===== src/rtl/test_pkg.sv =====
// Shared definitions for the test-pattern checker and its matching generator.
// Holds FSM encodings, error-cause codes and the scrambler LFSR step.
// Pure declarations; no logic, no latency, no flow control.
package test_pkg;

   typedef enum logic [1:0] {
      ST_IDLE = 2'd0,
      ST_ARM  = 2'd1,
      ST_RX   = 2'd2,
      ST_ERR  = 2'd3
   } state_t;

   localparam logic [2:0] EC_NONE  = 3'd0;
   localparam logic [2:0] EC_CMP   = 3'd1;
   localparam logic [2:0] EC_CRC   = 3'd2;
   localparam logic [2:0] EC_FRERR = 3'd3;
   localparam logic [2:0] EC_SOF   = 3'd4;
   localparam logic [2:0] EC_LEN   = 3'd5;

   // Scrambler words are 32 bits drawn from a serial x^16+x^15+x^13+x^4+1 sequence
   localparam int SCR_WORD_W = 32;

   // One serial step: window holds the 16 oldest unconsumed sequence bits, bit 0 first
   function automatic logic [15:0] scr_step(input logic [15:0] s);
      return {s[15] ^ s[13] ^ s[4] ^ s[0], s[15:1]};
   endfunction

endpackage


===== src/rtl/sata_scrambler.sv =====
// Pattern scrambler: presents the current 32-bit sequence word, low G_DATA_W bits.
// Zero latency on the output; advances one word per enabled cycle.
// No backpressure: p_in_SOF reseeds and wins over p_in_en.
module sata_scrambler
   import test_pkg::*;
#(
   parameter logic [15:0] G_INIT_VAL = 16'h55AA,
   parameter int          G_DATA_W   = 32
) (
   input  logic                clk,
   input  logic                rst,
   input  logic                p_in_SOF,
   input  logic                p_in_en,
   output logic [G_DATA_W-1:0] p_out_data
);

   logic [15:0] lfsr_q;
   logic [15:0] lfsr_nxt;

   // Unroll one word of serial steps: emit the low bits, then skip to the next word
   always_comb begin
      logic [15:0] st;
      st         = lfsr_q;
      p_out_data = '0;
      for (int j = 0; j < G_DATA_W; j++) begin
         p_out_data[j] = st[0];
         st            = scr_step(st);
      end
      for (int j = G_DATA_W; j < SCR_WORD_W; j++) begin
         st = scr_step(st);
      end
      lfsr_nxt = st;
   end

   // Sequence state: reseed on reset or frame start, otherwise advance when enabled
   always_ff @(posedge clk) begin
      if (!rst) begin
         lfsr_q <= G_INIT_VAL;
      end else if (p_in_SOF) begin
         lfsr_q <= G_INIT_VAL;
      end else if (p_in_en) begin
         lfsr_q <= lfsr_nxt;
      end
   end

endmodule


===== config.mk =====
export PLATFORM = sky130hd
export DESIGN_NAME = sata_scrambler
export DESIGN_NICKNAME = d
export VERILOG_FILES = /design/src/rtl/test_pkg.sv /design/src/rtl/sata_scrambler.sv
export SDC_FILE = /design/constraint.sdc
export NUM_CORES = 1
export LEC_CHECK = 0
export CORE_MARGIN = 4
export CORE_UTILIZATION = 40
export DETAILED_ROUTE_END_ITERATION = 10
export GPL_ROUTABILITY_DRIVEN = 0
export GPL_TIMING_DRIVEN = 1
export PLACE_DENSITY = 0.63
export REMOVE_ABC_BUFFERS = 1
export SYNTH_ARGS = -nofsm -noshare
export SYNTH_HDL_FRONTEND = slang
export SYNTH_SLANG_ARGS = --single-unit

===== constraint.sdc =====
create_clock -name clk -period 3.35 [get_ports clk]
set_clock_uncertainty 0.1 [all_clocks]
set_input_delay 0.5025 -clock clk [delete_from_list [all_inputs] [get_ports clk]]
set_output_delay 0.5025 -clock clk [all_outputs]
set_load 0.005 [all_outputs]

==> results of run 1 <==
## how the worst max path moves through the flow
stage | to | slack [ps] | startpoint
floorplan | lfsr_q[7] | -80 | lfsr_q[2]
global placement | p_out_data[31] | 10 | lfsr_q[2]
detailed placement | lfsr_q[13] | -60 | lfsr_q[2]
CTS | p_out_data[31] | 1 | lfsr_q[6]
global route | lfsr_q[14] | -50 | lfsr_q[1]
finish | lfsr_q[14] | 40 | lfsr_q[1]
## metal layers
layer  GRT usage [%]  part of all wire, %  vias up  routed length, um
li1                -                    -      780                  -
met1           24.35                   44      803               2951
met2           32.20                   51       46               3390
met3           1.236                  3.7        6                249
met4           4.533                  1.3        0                 87
met5               0                    0        -                  0
## Yosys cell counts
library cell | number | area, um2
xnor2_1 | 46 | 402.9
xor2_1 | 25 | 219.0
xnor3_1 | 21 | 473.0
dfxtp_1 | 16 | 320.3
mux2i_1 | 9 | 90.09
xnor2_2 | 9 | 146.4
xnor3_2 | 9 | 214.0
nand2_1 | 7 | 26.28
nor2_1 | 7 | 26.28
inv_1 | 6 | 22.52
buf_2 | 5 | 25.02
clkbuf_1 | 4 | 15.01
xor3_2 | 4 | 100.1
a211oi_1 | 3 | 22.52
buf_4 | 3 | 22.52
xnor3_4 | 3 | 78.83
xor2_2 | 3 | 48.80
a21oi_1 | 2 | 10.01
buf_6 | 2 | 22.52
nor2b_1 | 2 | 12.51
o21ai_0 | 2 | 10.01
xor3_1 | 2 | 47.55
xor3_4 | 2 | 55.05
a211o_1 | 1 | 8.760
clkbuf_2 | 1 | 5.000
nand2b_1 | 1 | 6.260
o21ai_1 | 1 | 5.000
xor2_4 | 1 | 27.53
## critical path, cell delays in order (launching register included)
cell and delay, ps:
dfxtp_2 360, xnor3_2 470, xor2_4 210, xor3_2 540
buf_6 170, buf_4 130, xor3_4 430, xnor3_1 270
xnor3_2 310, xnor2_2 140, o21ai_1 110
## cell type report
type	instances	area share, %
timing repair buffer	82	21.64
multi-input combinational	160	63.57
inverter	6	0.6637
sequential	16	9.735
tap	75	2.765
clock buffer	4	1.622
## stage by stage
stage | setup TNS (ps) | setup WS [ps]
2_1_floorplan | -202.0 | -79.05
3_3_place_gp | 0 | 11.48
3_5_place_dp | -91.68 | -64.54
4_1_cts | 0 | 1.042
5_1_grt | -65.07 | -53.36
6_report | 0 | 40.26
## what timing repair did
action / 4_1_cts / 5_1_grt
setup buffers: 2 / 5
resized for setup: 13 / 17
pin swaps: 6 / 8
endpoints found under the setup margin: 9 / 11
cloned: 0 / 0
## cells by family (layout without fill, tap and decap cells)
family | Yosys count | count (layout)
and+or+nand+nor | 17 | 17
xor gates and xnor gates | 125 | 125
buffers and inverters | 21 | 92
DFF | 16 | 16
AOI/OAI and AO/OA | 9 | 9
muxes | 9 | 9
==> results.rst, run 1 <==
.. list-table::
   :header-rows: 1

   * - Metric
     - Value
   * - Run status
     - complete, no violations
   * - Maximum root-to-sink buffer count
     - 2
   * - Height of the die
     - 86.48 um
   * - Highest-count cells in the layout ignoring fill and taps
     - 43 x buf_4, 38 x xnor2_1, 32 x clkdlybuf4s50_1, 23 x xor2_1, 20 x xnor3_1
   * - Number of antenna violations at the first check in global routing
     - 0
   * - CP Capture Type
     - register
   * - Setup violators final
     - 0
   * - Fin. max-slew vios
     - 0
   * - Initial Util
     - 41.37%
   * - Average routed wire per standard cell
     - 19.47 um
   * - Final worst-path cycle share
     - 98.80%
   * - Maximum achievable frequency
     - 302.1 MHz
   * - Synth Area in Compound Gates
     - 2.285%
   * - Hold Fails Final Rpt
     - 0
   * - Flops & latches, synth
     - 16
   * - Detailed-route DRC error count
     - 0
   * - Final Util
     - 56.97%
   * - Min-Delay Path Depth
     - 2
   * - Aggregate global routing overflow
     - 0
   * - Count of hold-fix buffers inserted at cts
     - 0
   * - R2R setup slack
     - 40 ps
   * - Top fanout value on the critical path
     - 3
   * - Number of core rows
     - 28
   * - Maximum number of pins on one net before global-route repair
     - 23
   * - Clock tree from TritonCTS
     - yes
   * - Hold Path Sink
     - lfsr_q[13]
   * - Average via count per standard cell
     - 4.767
   * - WP data required
     - 3440 ps
   * - Layout cell share with drive strength beyond 1
     - 38.06%
   * - Worst min path class
     - register to register
   * - Routed wire length
     - 6678 um
   * - Area occupied by multi-input gates
     - 2157 um2
   * - Area share of xor/xnor cells in the synthesized design
     - 73.59%
   * - Final-layout worst hold slack
     - 500.4 ps
   * - Hold Path Origin
     - lfsr_q[13]
   * - Root Buffer
     - clkbuf_8
   * - Largest registers
     - lfsr_q: 16 flops
   * - Via count
     - 1635
   * - Most common cell after layout, fill and taps aside
     - buf_4
   * - Count of H-tree levels built during CTS
     - 1
   * - Nets
     - 273
   * - Final instance area
     - 3393 um2
   * - Share of cell area taken by muxes after synthesis
     - 3.657%
   * - Number of detailed-routing iterations run before antenna repair
     - 4
   * - Arrival time reported for the critical path endpoint
     - 3400 ps
   * - Layout Area Growth over Synthesis
     - 37.73%
   * - Post-detailed-placement half-perimeter wirelength
     - 5460 um
   * - Clock slew at the register clock pins of the worst setup and hold paths
     - 70 ps
   * - CTS sink cnt
     - 16
   * - Post-layout min period
     - 3310 ps
   * - Distinct cells, synth
     - 28
   * - Core Box Area
     - 5956 um2
   * - Critical path type
     - register to register
   * - Worst-Margin Slew
     - 1051 ps
   * - Cell count after synthesis
     - 197
   * - Total placed cells including tap cells
     - 332
   * - Average cell area after synthesis
     - 12.51 um2
   * - Full die area
     - 7479 um2
   * - Number of I/O pins
     - 36
   * - Count of port buffers added during placement
     - 35
   * - Dpl cell area
     - 3131 um2
   * - Number of synthesis warnings
     - 0
   * - Simple-gate share of the synthesized area
     - 2.895%
   * - Fillers
     - 515
   * - Largest register by flop count
     - lfsr_q
   * - Relative max-transition margin
     - 29.71%
   * - Sequential-to-total area share from yosys stat
     - 13.00%
   * - Number of DRC violations after detailed-routing iteration 0
     - 110
   * - Largest family of logic cells by synthesized area
     - XOR/XNOR gates
   * - Largest register FFs
     - 16
   * - FF-to-FF path depth
     - 10
   * - Wire length of the first global-routing pass
     - 9991 um
   * - Worst reg2reg path endpoint
     - lfsr_q[14]
   * - Post-detailed-route count of antenna-violating nets
     - 0
   * - Post-Syn Area
     - 2464 um2
   * - Final cell count without fillers
     - 343
   * - Vias in the first global route
     - 1714
   * - Area used by sequential logic in the layout
     - 330.3 um2
   * - Number of maximum-capacitance constraint violations
     - 0
   * - Number of CTS-inserted buffers
     - 3
   * - Antenna diode instance count
     - 0
   * - Adder-Cell Fraction of Synth Area
     - 0%
   * - All-layer global routing usage
     - 18.24%
   * - Latest clock arrival within the worst-skew pair
     - 260 ps
   * - Worst flop-to-flop path startpoint
     - lfsr_q[1]
   * - Horiz. Die Dim
     - 86.48 um
   * - Setup repair after global routing missed its margin
     - yes
   * - Critical Path Start Type
     - register
Power of run 1 is left out: the tool's default activity adds up to more than one toggle a clock period on the data nets, which glitch-free logic cannot reach.
==> inputs of run 2 (changes only) <==
==> constraint.sdc (replaced) <==
create_clock -name clk -period 2.7 [get_ports clk]
set_clock_uncertainty 0.1 [all_clocks]
set_input_delay 0.405 -clock clk [delete_from_list [all_inputs] [get_ports clk]]
set_output_delay 0.405 -clock clk [all_outputs]
set_load 0.005 [all_outputs]
==> run 2 against run 1 <==
  * The flow now finishes with violations (setup timing)
  * Register-to-register slack got worse by 790 ps
  * Clock-buffer cell count unchanged
  * Sequential cell count is the same
  * Highest routed layer unchanged
  * Wire length is 37% higher
  * Via count rose by 31%
  * Fmax is 4.1% lower
  * Design area up 37%
  * Utilization up 21 points
  * First-iteration DRC count is 16% higher
  * Sequential share of layout area decreased by 2.3 points
  * Largest cell class unchanged
  * Cell count up 29%
  * Global-route usage rose by 3.7 points
==> results.rst, run 2 (same netlist as run 1, synthesis figures left out) <==
.. list-table::
   :header-rows: 1

   * - Metric
     - Value
   * - Run status
     - finished, violations left
   * - Violations in the final reports
     - setup timing
   * - Root Buffer
     - clkbuf_8
   * - Number of DRC violations after detailed-routing iteration 0
     - 128 (+16%)
   * - Relative max-transition margin
     - 60.62% (+31 points)
   * - Worst min path class
     - register to register
   * - Number of antenna violations at the first check in global routing
     - 0 (unchanged)
   * - All-layer global routing usage
     - 21.98% (+3.7 points)
   * - Stage delay of the slowest cell on the critical path
     - 500 ps (-40 ps)
   * - Arrival time reported for the critical path endpoint
     - 3540 ps (+140 ps)
   * - Clock slew at the register clock pins of the worst setup and hold paths
     - 80 ps (about the same)
   * - Fin. max-slew vios
     - 0 (unchanged)
   * - Met1 Track Usage GR
     - 29.10% (+4.7 points)
   * - Post-layout min period
     - 3452 ps (+141.9 ps)
   * - Largest register by flop count
     - lfsr_q
   * - Routed wire length
     - 9131 um (+37%)
   * - Full die area
     - 7479 um2 (unchanged)
   * - Layout cell share with drive strength beyond 1
     - 66.76% (+29 points)
   * - Count of H-tree levels built during CTS
     - 1 (unchanged)
   * - Clock tree from TritonCTS
     - yes
   * - Largest registers
     - lfsr_q: 16 flops
   * - WP data required
     - 2790 ps (-650 ps)
   * - Cell chain of the critical path
     - buf_6 -> xnor3_1 -> buf_4 -> xnor3_2 -> xnor2_4 -> xor3_2 -> xnor3_2 -> xnor3_2 -> xnor2_2 -> o21ai_1
   * - Hold Fails Final Rpt
     - 0 (unchanged)
   * - Via count
     - 2148 (+31%)
   * - Height of the die
     - 86.48 um (unchanged)
   * - Count of port buffers added during placement
     - 35 (unchanged)
   * - Latest clock arrival within the worst-skew pair
     - 270 ps (about the same)
   * - Nets
     - 372 (+36%)
   * - FF-to-FF path depth
     - 10 (unchanged)
   * - CP Capture Type
     - register
   * - Fin Setup TNS
     - -8371 ps (-8371 ps)
   * - Hold Path Origin
     - lfsr_q[10]
   * - Worst flop-to-flop path startpoint
     - lfsr_q[10]
   * - Global-route track usage on met2
     - 39.22% (+7.0 points)
   * - Post-detailed-route count of antenna-violating nets
     - 0 (unchanged)
   * - Detailed-route DRC error count
     - 0 (unchanged)
   * - GR met3 Demand/Resource
     - 1.236% (unchanged)
   * - Worst-case setup slack after placement
     - -748.9 ps (-684.4 ps)
   * - Setup violators final
     - 22 (+22)
   * - Largest register FFs
     - 16 (unchanged)
   * - Maximum number of pins on one net before global-route repair
     - 23 (unchanged)
   * - Core Box Area
     - 5956 um2 (unchanged)
   * - Highest-count cells in the layout ignoring fill and taps
     - 95 x buf_4, 49 x buf_6, 25 x xnor2_1, 20 x clkdlybuf4s50_1
   * - Worst-Margin Slew
     - 589.4 ps (-461.6 ps)
   * - CTS sink cnt
     - 16 (unchanged)
   * - Maximum root-to-sink buffer count
     - 2 (unchanged)
   * - Most used cell, CP
     - xnor3_2
   * - Wire length of the first global-routing pass
     - 12130 um (+21%)
   * - Average routed wire per standard cell
     - 20.66 um (+6.1%)
   * - Critical-path cell with the highest stage delay
     - xor3_2
   * - Number of I/O pins
     - 36 (unchanged)
   * - Final Util
     - 78.24% (+21 points)
   * - Number of detailed-routing iterations run before antenna repair
     - 4 (unchanged)
   * - Number of core rows
     - 28 (unchanged)
   * - Horiz. Die Dim
     - 86.48 um (unchanged)
   * - Layout Area Growth over Synthesis
     - 89.13%
   * - Top fanout value on the critical path
     - 3 (unchanged)
   * - Aggregate global routing overflow
     - 0 (unchanged)
   * - Final worst-path cycle share
     - 127.8% (+29 points)
   * - Number of maximum-capacitance constraint violations
     - 0 (unchanged)
   * - Min-Delay Path Depth
     - 3 (+1)
   * - Antenna diode instance count
     - 0 (unchanged)
   * - Setup repair after global routing missed its margin
     - yes
   * - Post-detailed-placement half-perimeter wirelength
     - 5380 um (-1.5%)
   * - Most crowded layer after global routing
     - met2
   * - Initial Util
     - 41.37% (unchanged)
   * - Final worst setup slack
     - -751.7 ps (-791.9 ps)
   * - Vias in the first global route
     - 2092 (+22%)
   * - Critical path launch point
     - lfsr_q[10]
   * - Critical path type
     - register to register
   * - Most common cell after layout, fill and taps aside
     - buf_4
   * - Fillers
     - 334 (-35%)
   * - Number of CTS-inserted buffers
     - 3 (unchanged)
   * - Critical Path Start Type
     - register
   * - Maximum achievable frequency
     - 289.7 MHz (-4.1%)
   * - Average via count per standard cell
     - 4.860 (+2.0%)
-- run 2: cell types whose count changed in the layout (fill, tap and decap cells not counted), moves of 6 or more --
cell	before	now
buf_2	0	8
buf_4	43	95
buf_6	3	49
clkdlybuf4s50_1	32	20
dfxtp_1	8	2
xnor2_1	38	25
xnor2_4	3	17
xor2_1	23	17
xor2_4	2	8
-- run 2: area by class of cell --
cell class | instances | area [um2] | share of cell area [%]
Timing Repair Buffer | 181 | 1609 | 34.53
Tap cell | 75 | 93.84 | 2.014
Multi-Input combinational cell | 160 | 2531 | 54.32
Clock buffer | 4 | 55.05 | 1.182
Sequential cell | 16 | 347.8 | 7.465
Inverter | 6 | 22.52 | 0.4834
-- run 2: worst paths after layout --
check | endpoint | slack, ps
hold reg to reg | lfsr_q[10] | 550
hold / removal | lfsr_q[10] | 550
setup / recovery | lfsr_q[14] | -750
setup reg to reg | lfsr_q[14] | -750
-- run 2: routing by layer --
metal | wire length, um | vias up
li1 | - | 976
met1 | 3411 | 1061
met2 | 4908 | 92
met3 | 558 | 19
met4 | 253 | 0
met5 | 0 | -
-- run 2: metrics by stage --
| step | std cells | hold WS (ps) | instance area (um2) |
|---|---|---|---|
| after floorplan | 182 | 394.6 | 2374 |
| after global placement | 378 | 461.2 | 3463 |
| after detailed placement | 378 | 469.7 | 3463 |
| after CTS | 421 | 508.8 | 4255 |
| after global routing | 442 | 557.7 | 4659 |
| final | 442 | 549.1 | 4659 |
-- run 2: worst max-delay path: cells and delay by family, from the launching register on --
kind            cells  cell delay, ps
xor+xnor            7            2480
flops               1             360
buf+inv             2             250
compound gates      1             180
-- run 2: what timing repair did --
action / 4_1_cts / 5_1_grt
gates resized for setup: 127 / 54
setup endpoints to repair: 26 / 27
hold buffers: 0 / 0
setup buffers: 45 / 29
pin swaps: 57 / 34
gates cloned: 0 / 0
Power of run 2 is left out for the same reason.
